<file path="config.mk">
export PLATFORM = sky130hd
export DESIGN_NAME = z_result_stage_flat
export DESIGN_NICKNAME = d
export VERILOG_FILES = /design/src/rtl/z_result_stage_if.sv /design/src/rtl/z_result_stage.sv /design/src/flat_wrapper.sv
export SDC_FILE = /design/constraint.sdc
export NUM_CORES = 1
export LEC_CHECK = 0
export ABC_AREA = 1
export CORE_AREA = 2 2 98 100
export DETAILED_ROUTE_END_ITERATION = 8
export DIE_AREA = 0 0 100 102
export GPL_ROUTABILITY_DRIVEN = 1
export PLACE_DENSITY = 0.8
export SLEW_MARGIN = 0
export SYNTH_ARGS = -nofsm -noshare
export SYNTH_HDL_FRONTEND = slang
export SYNTH_SLANG_ARGS = --single-unit
</file>
<file path="constraint.sdc">
create_clock -name clock -period 2.8 [get_ports clock]
set_clock_uncertainty 0.2 [all_clocks]
set_input_delay 0.56 -clock clock [delete_from_list [all_inputs] [get_ports clock]]
set_output_delay 0.56 -clock clock [all_outputs]
set_load 0.005 [all_outputs]
</file>
<file path="src/rtl/z_result_stage_if.sv">
// Z result stage bundle: ALU result/flags in, Z register, read bus and status out.
// Optional overflow signals exist only when ZREG_OVF_FLAG_EN is defined.
interface z_result_stage_if #(
    parameter int DATA_W = 32
);
    logic [2*DATA_W-1:0] ALUOut_in;
    logic                Zero_in;
    logic [3:0]          ALUControl_in;
    logic                cap_start;
    logic                Zlowout;
    logic                Zhighout;
    logic [DATA_W-1:0]   bus_out;
    logic [DATA_W-1:0]   ZLow_q;
    logic [DATA_W-1:0]   ZHigh_q;
    logic                busy;
    logic                z_valid;
    logic                flag_Z;
    logic                flag_N;
    logic                rd_conflict;
`ifdef ZREG_OVF_FLAG_EN
    logic                A_sign;
    logic                B_sign;
    logic                flag_V;
`endif

    modport master (
        output ALUOut_in,
        output Zero_in,
        output ALUControl_in,
        output cap_start,
        output Zlowout,
        output Zhighout,
`ifdef ZREG_OVF_FLAG_EN
        output A_sign,
        output B_sign,
        input  flag_V,
`endif
        input  bus_out,
        input  ZLow_q,
        input  ZHigh_q,
        input  busy,
        input  z_valid,
        input  flag_Z,
        input  flag_N,
        input  rd_conflict
    );

    modport slave (
        input  ALUOut_in,
        input  Zero_in,
        input  ALUControl_in,
        input  cap_start,
        input  Zlowout,
        input  Zhighout,
`ifdef ZREG_OVF_FLAG_EN
        input  A_sign,
        input  B_sign,
        output flag_V,
`endif
        output bus_out,
        output ZLow_q,
        output ZHigh_q,
        output busy,
        output z_valid,
        output flag_Z,
        output flag_N,
        output rd_conflict
    );
endinterface

</file>
<file path="src/rtl/z_result_stage.sv">
// Z result stage: settle window, capture of the ALU result into ZHigh:ZLow, read mux.
// Define ZREG_OVF_FLAG_EN to add A_sign/B_sign inputs and the flag_V overflow output.
module z_result_stage #(
    parameter int SETTLE_CYCLES = 3,
    parameter int DATA_W        = 32
) (
    input logic             clock,
    input logic             clear,
    z_result_stage_if.slave zif
);

    typedef enum logic [1:0] {
        IDLE,
        SETTLE,
        CAPTURE,
        HOLD
    } state_t;

    localparam logic [3:0] OP_ADD = 4'b0000;
    localparam logic [3:0] OP_SUB = 4'b0001;
    localparam logic [3:0] OP_MUL = 4'b0111;
    localparam logic [3:0] OP_DIV = 4'b1010;

    localparam logic [3:0] CNT_INIT = 4'(SETTLE_CYCLES - 1);

    if (SETTLE_CYCLES < 1 || SETTLE_CYCLES > 15) begin : g_bad_settle
        $error("z_result_stage: SETTLE_CYCLES must be within 1..15");
    end

    state_t            state;
    state_t            state_nxt;
    logic [3:0]        cnt;
    logic [3:0]        cnt_nxt;
    logic              do_capture;

    logic [DATA_W-1:0] zlow;
    logic [DATA_W-1:0] zhigh;
    logic              flag_z;
    logic              flag_n;
    logic              z_valid;
    logic              rd_conflict;

    logic [DATA_W-1:0] zlow_d;
    logic [DATA_W-1:0] zhigh_d;
    logic              flag_n_d;

    // State register and settle counter
    always_ff @(posedge clock or posedge clear) begin
        if (clear) begin
            state <= IDLE;
            cnt   <= '0;
        end else begin
            state <= state_nxt;
            cnt   <= cnt_nxt;
        end
    end

    // Next state: any cap_start restarts the settle window, abandoning a pending capture
    always_comb begin
        state_nxt  = state;
        cnt_nxt    = cnt;
        do_capture = 1'b0;
        if (zif.cap_start) begin
            state_nxt = SETTLE;
            cnt_nxt   = CNT_INIT;
        end else begin
            unique case (state)
                IDLE: begin
                    state_nxt = IDLE;
                end
                SETTLE: begin
                    if (cnt == 4'd0) begin
                        state_nxt = CAPTURE;
                    end else begin
                        cnt_nxt = cnt - 4'd1;
                    end
                end
                CAPTURE: begin
                    do_capture = 1'b1;
                    state_nxt  = HOLD;
                end
                HOLD: begin
                    state_nxt = HOLD;
                end
                default: begin
                    state_nxt = IDLE;
                end
            endcase
        end
    end

    // Opcode-dependent mapping of the ALU result onto ZHigh:ZLow and the sign flag
    always_comb begin
        zlow_d   = zif.ALUOut_in[DATA_W-1:0];
        zhigh_d  = '0;
        flag_n_d = zif.ALUOut_in[DATA_W-1];
        unique case (zif.ALUControl_in)
            OP_MUL: begin
                zhigh_d  = zif.ALUOut_in[2*DATA_W-1:DATA_W];
                flag_n_d = zif.ALUOut_in[2*DATA_W-1];
            end
            OP_DIV: begin
                zhigh_d  = zif.ALUOut_in[2*DATA_W-1:DATA_W];
            end
            default: begin
                zhigh_d  = '0;
            end
        endcase
    end

    // Z register, flags, valid and registered read-conflict pulse
    always_ff @(posedge clock or posedge clear) begin
        if (clear) begin
            zlow        <= '0;
            zhigh       <= '0;
            flag_z      <= 1'b0;
            flag_n      <= 1'b0;
            z_valid     <= 1'b0;
            rd_conflict <= 1'b0;
        end else begin
            rd_conflict <= zif.Zlowout & zif.Zhighout;
            if (zif.cap_start) begin
                z_valid <= 1'b0;
            end else if (do_capture) begin
                zlow    <= zlow_d;
                zhigh   <= zhigh_d;
                flag_z  <= zif.Zero_in;
                flag_n  <= flag_n_d;
                z_valid <= 1'b1;
            end
        end
    end

`ifdef ZREG_OVF_FLAG_EN
    logic flag_v;
    logic flag_v_d;
    logic res_sign;

    assign res_sign = zif.ALUOut_in[DATA_W-1];

    // Signed overflow of add/sub from operand signs and the result sign
    always_comb begin
        flag_v_d = 1'b0;
        if (zif.ALUControl_in == OP_ADD) begin
            flag_v_d = (zif.A_sign == zif.B_sign) && (res_sign != zif.A_sign);
        end else if (zif.ALUControl_in == OP_SUB) begin
            flag_v_d = (zif.A_sign != zif.B_sign) && (res_sign != zif.A_sign);
        end
    end

    // Overflow flag captured alongside Z
    always_ff @(posedge clock or posedge clear) begin
        if (clear) begin
            flag_v <= 1'b0;
        end else if (do_capture && !zif.cap_start) begin
            flag_v <= flag_v_d;
        end
    end

    assign zif.flag_V = flag_v;
`endif

    // Read mux: low word wins when both strobes are asserted
    always_comb begin
        zif.bus_out = '0;
        if (zif.Zlowout) begin
            zif.bus_out = zlow;
        end else if (zif.Zhighout) begin
            zif.bus_out = zhigh;
        end
    end

    assign zif.ZLow_q      = zlow;
    assign zif.ZHigh_q     = zhigh;
    assign zif.flag_Z      = flag_z;
    assign zif.flag_N      = flag_n;
    assign zif.z_valid     = z_valid;
    assign zif.rd_conflict = rd_conflict;
    assign zif.busy        = (state == SETTLE) || (state == CAPTURE);

endmodule

</file>
<file path="src/flat_wrapper.sv">
// flat-port wrapper written by rule: the top's interface ports become plain ports
module z_result_stage_flat 
#(
    parameter int SETTLE_CYCLES = 3,
    parameter int DATA_W        = 32
)
  (clock, clear, zif_ALUOut_in, zif_Zero_in, zif_ALUControl_in, zif_cap_start, zif_Zlowout, zif_Zhighout, zif_bus_out, zif_ZLow_q, zif_ZHigh_q, zif_busy, zif_z_valid, zif_flag_Z, zif_flag_N, zif_rd_conflict);
  z_result_stage_if #(.DATA_W(DATA_W)) zif_i ();
  input logic clock;
  input logic clear;
  input wire logic [$bits(zif_i.ALUOut_in)-1:0] zif_ALUOut_in;
  input wire logic [$bits(zif_i.Zero_in)-1:0] zif_Zero_in;
  input wire logic [$bits(zif_i.ALUControl_in)-1:0] zif_ALUControl_in;
  input wire logic [$bits(zif_i.cap_start)-1:0] zif_cap_start;
  input wire logic [$bits(zif_i.Zlowout)-1:0] zif_Zlowout;
  input wire logic [$bits(zif_i.Zhighout)-1:0] zif_Zhighout;
  output wire logic [$bits(zif_i.bus_out)-1:0] zif_bus_out;
  output wire logic [$bits(zif_i.ZLow_q)-1:0] zif_ZLow_q;
  output wire logic [$bits(zif_i.ZHigh_q)-1:0] zif_ZHigh_q;
  output wire logic [$bits(zif_i.busy)-1:0] zif_busy;
  output wire logic [$bits(zif_i.z_valid)-1:0] zif_z_valid;
  output wire logic [$bits(zif_i.flag_Z)-1:0] zif_flag_Z;
  output wire logic [$bits(zif_i.flag_N)-1:0] zif_flag_N;
  output wire logic [$bits(zif_i.rd_conflict)-1:0] zif_rd_conflict;
  assign zif_i.ALUOut_in = zif_ALUOut_in;
  assign zif_i.Zero_in = zif_Zero_in;
  assign zif_i.ALUControl_in = zif_ALUControl_in;
  assign zif_i.cap_start = zif_cap_start;
  assign zif_i.Zlowout = zif_Zlowout;
  assign zif_i.Zhighout = zif_Zhighout;
  assign zif_bus_out = zif_i.bus_out;
  assign zif_ZLow_q = zif_i.ZLow_q;
  assign zif_ZHigh_q = zif_i.ZHigh_q;
  assign zif_busy = zif_i.busy;
  assign zif_z_valid = zif_i.z_valid;
  assign zif_flag_Z = zif_i.flag_Z;
  assign zif_flag_N = zif_i.flag_N;
  assign zif_rd_conflict = zif_i.rd_conflict;
  z_result_stage #(.SETTLE_CYCLES(SETTLE_CYCLES), .DATA_W(DATA_W)) u_core (.clock(clock), .clear(clear), .zif(zif_i));
endmodule
</file>
After elaboration in Yosys (flattened, before gate mapping):

Cells that the tools add are included.

* word-level logic and storage cells: 41
* register bits after elaboration: 74
* input port bits: 74

* multiplexer cells: 14
* add/sub/neg operators: 1
* equal/unequal tests: 7
* bitwise gates (word level): 2
* reductions and logical operators: 9

Operators by type and width (number)
* two-way mux 32 bit: 3
* two-way mux 4 bit: 3
* case mux 2 bit (3 select lines): 1
* two-way mux 1 bit: 5
* == test 2 bit, second input constant: 2
* == test 4 x 3 -> 1 bit, second input constant: 1
* == test 4 bit, second input constant: 1
* zero test 4 bit: 1
* two-way mux 2 bit: 2
* AND reduction 2 bit: 2
* nonzero test 2 bit: 2
* OR reduction 2 bit: 2
* subtractor 4 x 1 -> 4 bit, second input constant: 1
* inequality test 3 x 2 -> 1 bit, second input constant: 1
* == test 2 x 1 -> 1 bit, second input constant: 1
* zero test 2 bit: 1
* inequality test 2 bit, second input constant: 1
* AND 1 bit: 1
* logical OR 1 bit: 1
* NOT 1 bit: 1

Logic depth before layout (Yosys ltp):

* depth in word-level cells: 5
* depth in mapped cells: 8
* mapped depth without buffers: 7

Worst setup path after synthesis:

OpenSTA, ideal clock, no wires.

* kind: input port to output port
* start point: input zif_Zlowout
* end point: output zif_bus_out[20]
* data arrival time: 1166 ps
* slack: 874 ps
* stages: 6
* data required time: 2040 ps
* path buffers: 3
* cell sequence: buf_4 > inv_2 > buf_6 > buf_4 > nand3_1 > o21ai_1

* longest elaborated chain between the ends: 1

RTL lines
* start, declared: line flat_wrapper.sv:15 `input wire logic [$bits(zif_i.Zlowout)-1:0] zif_Zlowout;`
* two-way mux 32 bit: line z_result_stage.sv:166 `if (zif.Zlowout) begin`
* end, declared: line flat_wrapper.sv:17 `output wire logic [$bits(zif_i.bus_out)-1:0] zif_bus_out;`

No other way between the ends.

Worst setup path after layout:

* start point: input zif_Zhighout
* end point: output zif_bus_out[0]

* longest elaborated chain between the ends: 2

RTL lines
* start, declared: line flat_wrapper.sv:16 `input wire logic [$bits(zif_i.Zhighout)-1:0] zif_Zhighout;`
* two-way mux 32 bit: line z_result_stage.sv:168 `end else if (zif.Zhighout) begin`
* two-way mux 32 bit: line z_result_stage.sv:166

No other way between the ends.

==> out/qor.yml <==
cts-root-buf: "clkbuf_8"
synthFlopType: "dfrtp_1"
vias: 3793
diodes: 0
pin_count: 175
synth.most_common_cell: "nand2_1"
synth_warnings: 0
die_width_microns: 100
total_power_mw: 4.93
post-route-period-util_pct: 88.6
path_cells: "dlymetal6s2s_1 > buf_12 > nand3_1 > o21ai_0 > clkdlybuf4s50_1"
endpoint_kind: "primary output"
timing.slew.headroom_pct: 66.3
gp_congestion: 0.829
placed_cell_area_sq_um: 5590
grt_first_pass_wirelength_microns: 17200
syn_nets: 578
hold_viol: 0
r2r_setup_slack_ps: 930
path_max_fanout: 12
drc: 0
cts_tree: "yes"
firstDrtPassIters: 4
clkTransAtPathRegs_ps: 70
synth_top_area_cell: "dfrtp_1"
drtIter0Drc: 117
rsz0062_at_grt: "no"
antenna_found_initial: 0
p_per_area_nw_per_um2: 840
hold_path.class: "reg -> reg"
worstMarginPinSlew_ps: 505
ys_seq_area_share_pct: 49.4
leakage_nw: 2.95
routed_wl_microns: 11300
synthArstFlopShare_pct: 100
status: "finished clean"
path_class: "in -> out"
cts_buffers: 9
area_growth_pct: 56.5
start_util_pct: 41.1
ys_ff_latch: 74
cp-start-kind: "input port"
syn_area_sq_um: 3750
grt_pass1_vias: 3651
core-area_sq_um: 9110
dp_hpwl_microns: 8190
num_rows: 35
peakVddDrop_mv: 0.417
gr-total-overflow: 0
fin_crit_ps: 2480
vias_per_cell: 4.83
grtUsageTotal_pct: 21.3
slowest_stage: "clkdlybuf4s50_1"
crit_arrival_ps: 1720
post_cts_buffers: 0
avgSynthCellArea_sq_um: 7.52
synth.area.top_cells: "dfrtp_1, nand2_1, inv_1"
synth-edff-count: 0
drive_gt1_share_pct: 6.22
ant_nets: 0
clk_path_buf_depth: 2
synth_top_area_share_pct: 49.4
grt_start_max_net_pins: 38
setup_viol: 0
max_stage_delay_ps: 540
wl_per_cell_microns: 14.4
fmax_ghz: 0.403
synthCells: 498
maxCapViolations: 0
synth_cell_types: 20
cts_sinks: 74
synth_commonest_cells: "nand2_1, dfrtp_1, inv_1"
crit_required_ps: 2040
slew_viol_final: 0
htree_num_levels: 3
clk-insertion-delay-late_ps: 340
dieArea_sq_um: 10200
port_buffers: 174
nNetsFinal: 750
fin_area_sq_um: 5860
die_h_microns: 102
==> repair_timing <==
action | in CTS | in global routing
resized for setup | 4 | 5
cloned | 0 | 2
hold buffers | 0 | 0
setup endpoints to repair | 3 | 21
==> kinds of logic (layout without fill, tap and decap cells) <==
kind of cell	count (synthesis)	count (layout)	share of synthesized area, %
fa+ha+maj	6	6	2.00
buf+inv	99	276	12.5
xor+xnor	1	1	0.234
compound gates	53	53	7.68
simple gates	265	265	28.2
flops	74	74	49.4
==> placed cells by master (no fill, tap or decap), drive strengths merged <==
master,n
a21oi,1
buf,13
bufinv,2
clkbuf,13
clkdlybuf4s50,169
clkinv,2
clkinvlp,1
dfrtp,74
dlygate4sd2,2
dlymetal6s2s,3
ha,6
inv,71
nand2,185
nand3,38
nand4,1
nor2,39
nor3,1
o21ai,52
or2,1
xor2,1
==> sequential cells by signal (all words and copies together) (netlist names) <==
signal / flops
u_core.zif.z_valid: 1
u_core.cnt: 4
u_core.zif.ZLow_q: 32
u_core.zif.ZHigh_q: 32
u_core.zif.rd_conflict: 1
u_core.zif.flag_Z: 1
u_core.state: 2
u_core.zif.flag_N: 1
==> routing by layer <==
layer / vias to the layer above / share of wire, % / GRT usage, %
li1: 1850 / - / -
met1: 1788 / 43 / 26.3
met2: 134 / 48 / 36.3
met3: 21 / 6.1 / 4.58
met4: 0 / 2.2 / 9.06
met5: - / 0 / 0
==> metrics by stage <==
step           utilization (%)  std cells  setup TNS [ps]  hold slack [ps]  setup slack, ps
5_1_grt                   64.4        786               0              333              243
4_1_cts                   63.7        784               0              280             13.4
3_5_place_dp              61.3        768           -62.0              263            -38.1
3_3_place_gp              61.3        768           -7.10              253            -7.10
6_report                  64.4        786               0              277              319
2_1_floorplan                -        498               0              242              158
==> path summary, 6_finish.rpt <==
kind | endpoint | depth (start not counted) | startpoint
max | zif_bus_out[0] | 5 | zif_Zhighout
min | u_core.cnt[0] | 2 | u_core.cnt[0]
max reg2reg | u_core.zif.flag_N | 7 | u_core.state[0]
min reg2reg | u_core.cnt[0] | 2 | u_core.cnt[0]
max in group asynchronous | u_core.state[1] | 3 | clear
min in group asynchronous | u_core.zif.ZLow_q[18] | 2 | clear
==> power by group <==
| group | internal [mW] | total (mW) | leakage [nW] | switching, mW |
|---|---|---|---|---|
| sequential | 1.48 | 1.80 | 0.959 | 0.313 |
| combinational | 1.30 | 2.21 | 1.88 | 0.915 |
| clock | 0.524 | 0.918 | 0.109 | 0.394 |
==> worst max-delay path: cells and delay by family <==
kind	cells	cell delay, ps
buf+inv	3	970
compound gates	1	100
simple gates	1	90
==> cell type report <==
cell class                 count  area [sq um]
fill                         806          3250
timing repair buffer         189          1960
sequential                    74          1850
multi-input combinational    325          1430
inverter                      71           269
clock buffer                  11           141
tap                          111           139
clock inverter                 5          77.6
No activity file was read; power rests on OpenSTA's default activity.
==> RTL change: new RTL, same settings <==
Re-encode `state_t` (4 states) as one-hot, 4 bits wide.
--- a/src/rtl/z_result_stage.sv
+++ b/src/rtl/z_result_stage.sv
@@ -9,11 +9,11 @@
     z_result_stage_if.slave zif
 );
 
-    typedef enum logic [1:0] {
-        IDLE,
-        SETTLE,
-        CAPTURE,
-        HOLD
+    typedef enum logic [3:0] {
+        IDLE    = 4'b0001,
+        SETTLE  = 4'b0010,
+        CAPTURE = 4'b0100,
+        HOLD    = 4'b1000
     } state_t;
 
     localparam logic [3:0] OP_ADD = 4'b0000;
Check against the original RTL: same outputs for any inputs over 10 cycles, from zero or initial values; not proved beyond that.
==> RTL change against the original RTL <==
- final area rose by 0.75%
- routed wire length is 4.6% higher
- critical path depth unchanged
- sequential cell count is 2 higher
- count of clock-buffer cells in the layout fell by 1
- cell count up 0.51%
- worst setup slack got worse by 4.5 ps
- synthesized area decreased by 0.47%
- power decreased by 9.2%
==> RTL change: results (changes against the original RTL) <==
Setup Fix Bufs, Post-CTS=0 (unchanged); startpoint types=input pin (unchanged); placed standard-cell area=5580 µm² (was 5590 µm²); Root Driver=clkbuf_8 (unchanged); global-route wire length before repair=17700 µm (was 17200 µm); GRT Util Overall=0.219 (was 0.213); DRT iter0 DRCs=178 (was 117); pin count of the biggest net entering global routing=77 (was 38); DP Worst Slack=-158 ps (was -38.1 ps); antenna diode instance count=0 (unchanged); Detail Placement HPWL=7990 µm (was 8190 µm); syn nets=580 (was 578); top cells by area, synth=dfrtp_1, nand2_1, inv_1 (unchanged); sw frac=0.305 (was 0.329); vias in the first global route=3721 (was 3651); Cell variety after synth=20 (unchanged); H-tree depth=3 (unchanged); mux contribution to synthesized area=0 (unchanged); average wire per cell in the routed design=15.0 µm (was 14.4 µm); nets=750 (unchanged); grt ovf=0 (unchanged); Yosys Warn Count=0 (unchanged); WP data arrival=roughly 1700 ps; Max FO, Critical Path=16 (was 12); outcome=finished clean (unchanged); GP Congestion=0.842 (was 0.829); DR pass1 iterations=4 (unchanged); I/O Buffers=174 (unchanged); post-DR vias/cell=4.91 (was 4.83); Worst Hold Class=reg -> reg (unchanged); post-synthesis compound-gate area fraction=0.0704 (was 0.0768); Synth async-reset ratio=1.00 (unchanged); CTS max path bufs=2 (unchanged); sequential area share after synthesis=0.510 (was 0.494); Num CTS Buffers=9 (unchanged); share of post-route cells with drive strength above 1=0.0574 (was 0.0622); worst-skew pair later-pin latency=340 ps (about the same); clock slew at reported path FFs=80 ps; Pleak=3.00 nW (was 2.95 nW); area share of fa/ha/maj cells after synthesis=0.00671 (was 0.0200); Worst-Margin Slew=740 ps (was 505 ps); synth cell count leaders=nand2_1, dfrtp_1, inv_1 (unchanged); initial antenna violation count=0 (unchanged); VDD IR-drop max=0.292 mV (was 0.417 mV); XOR/XNOR Fraction of Synth Area=0.00235 (was 0.00234)
RTL change: cell count changes after synthesis, sizes merged, moves of 3 or more:
cell / delta
ha: -4
nand3: +4
nor2: +4
nand2: +3
RTL change: final timing paths:
path                                        start                      to  slack [ps]  cells after the start
worst max-delay path                 zif_Zhighout          zif_bus_out[6]         310                      5
worst min-delay path            u_core.zif.flag_Z       u_core.zif.flag_Z         290                      2
worst max register to register    u_core.state[0]  u_core.zif.ZHigh_q[22]        1110                      6
worst min register to register  u_core.zif.flag_Z       u_core.zif.flag_Z         290                      2
max in group asynchronous                   clear  u_core.zif.ZHigh_q[21]        1660                      3
min in group asynchronous                   clear           u_core.cnt[0]         400                      3
RTL change: final cells by class:
| type | count | area (µm²) |
|---|---|---|
| fillers | 751 | 3200 |
| repair buffers | 187 | 1950 |
| flip-flops and latches | 76 | 1900 |
| multi-input cells | 329 | 1400 |
| inverters | 71 | 270 |
| well taps | 111 | 139 |
| clock buffers | 10 | 138 |
| clock inverters | 6 | 111 |
RTL change: kinds of logic (layout without fill, tap and decap cells):
| logic type | after synthesis | after routing |
|---|---|---|
| fa+ha+maj | 2 | 2 |
| flops | 76 | 76 |
| simple gates | 275 | 275 |
| buf+inv | 99 | 274 |
| xor+xnor | 1 | 1 |
| compound gates | 51 | 51 |
RTL change: timing repair:
item / in CTS / in global routing
endpoints found under the setup margin: 7 / 23
resized for setup: 7 / 17
pin swaps: 0 / 0
gates cloned: 0 / 3
RTL change: through the flow:
stage | std cells | total power, mW | utilization
6_report | 790 | 4.47 | 0.648
3_5_place_dp | 771 | 3.44 | 0.612
5_1_grt | 790 | 4.78 | 0.648
4_1_cts | 787 | 4.47 | 0.639
2_1_floorplan | 504 | 2.30 | -
3_3_place_gp | 771 | 3.38 | 0.612
RTL change: worst max-delay path, cell delays in order:
cell,delay [ps]
dlymetal6s2s_1,230
clkbuf_16,250
nand3_1,80
o21ai_0,80
clkdlybuf4s50_1,520
RTL change: metal layers:
metal	wire length [µm]	part of all wire	track usage	up-vias
met2	5610	0.47	0.364	155
met3	841	0.071	0.0554	16
li1	-	-	-	1861
met4	205	0.017	0.0780	0
met1	5160	0.44	0.281	1849
met5	0	0	0	-
RTL change: power by group through the flow:
stage / sequential, mW / clock, mW / combinational (mW)
CTS: 1.66 / 1.05 / 1.77
global placement: 1.66 / 0 / 1.72
finish: 1.66 / 1.03 / 1.78
global route: 1.70 / 1.10 / 1.97
detailed placement: 1.68 / 0 / 1.77
floorplan: 1.67 / 0 / 0.633
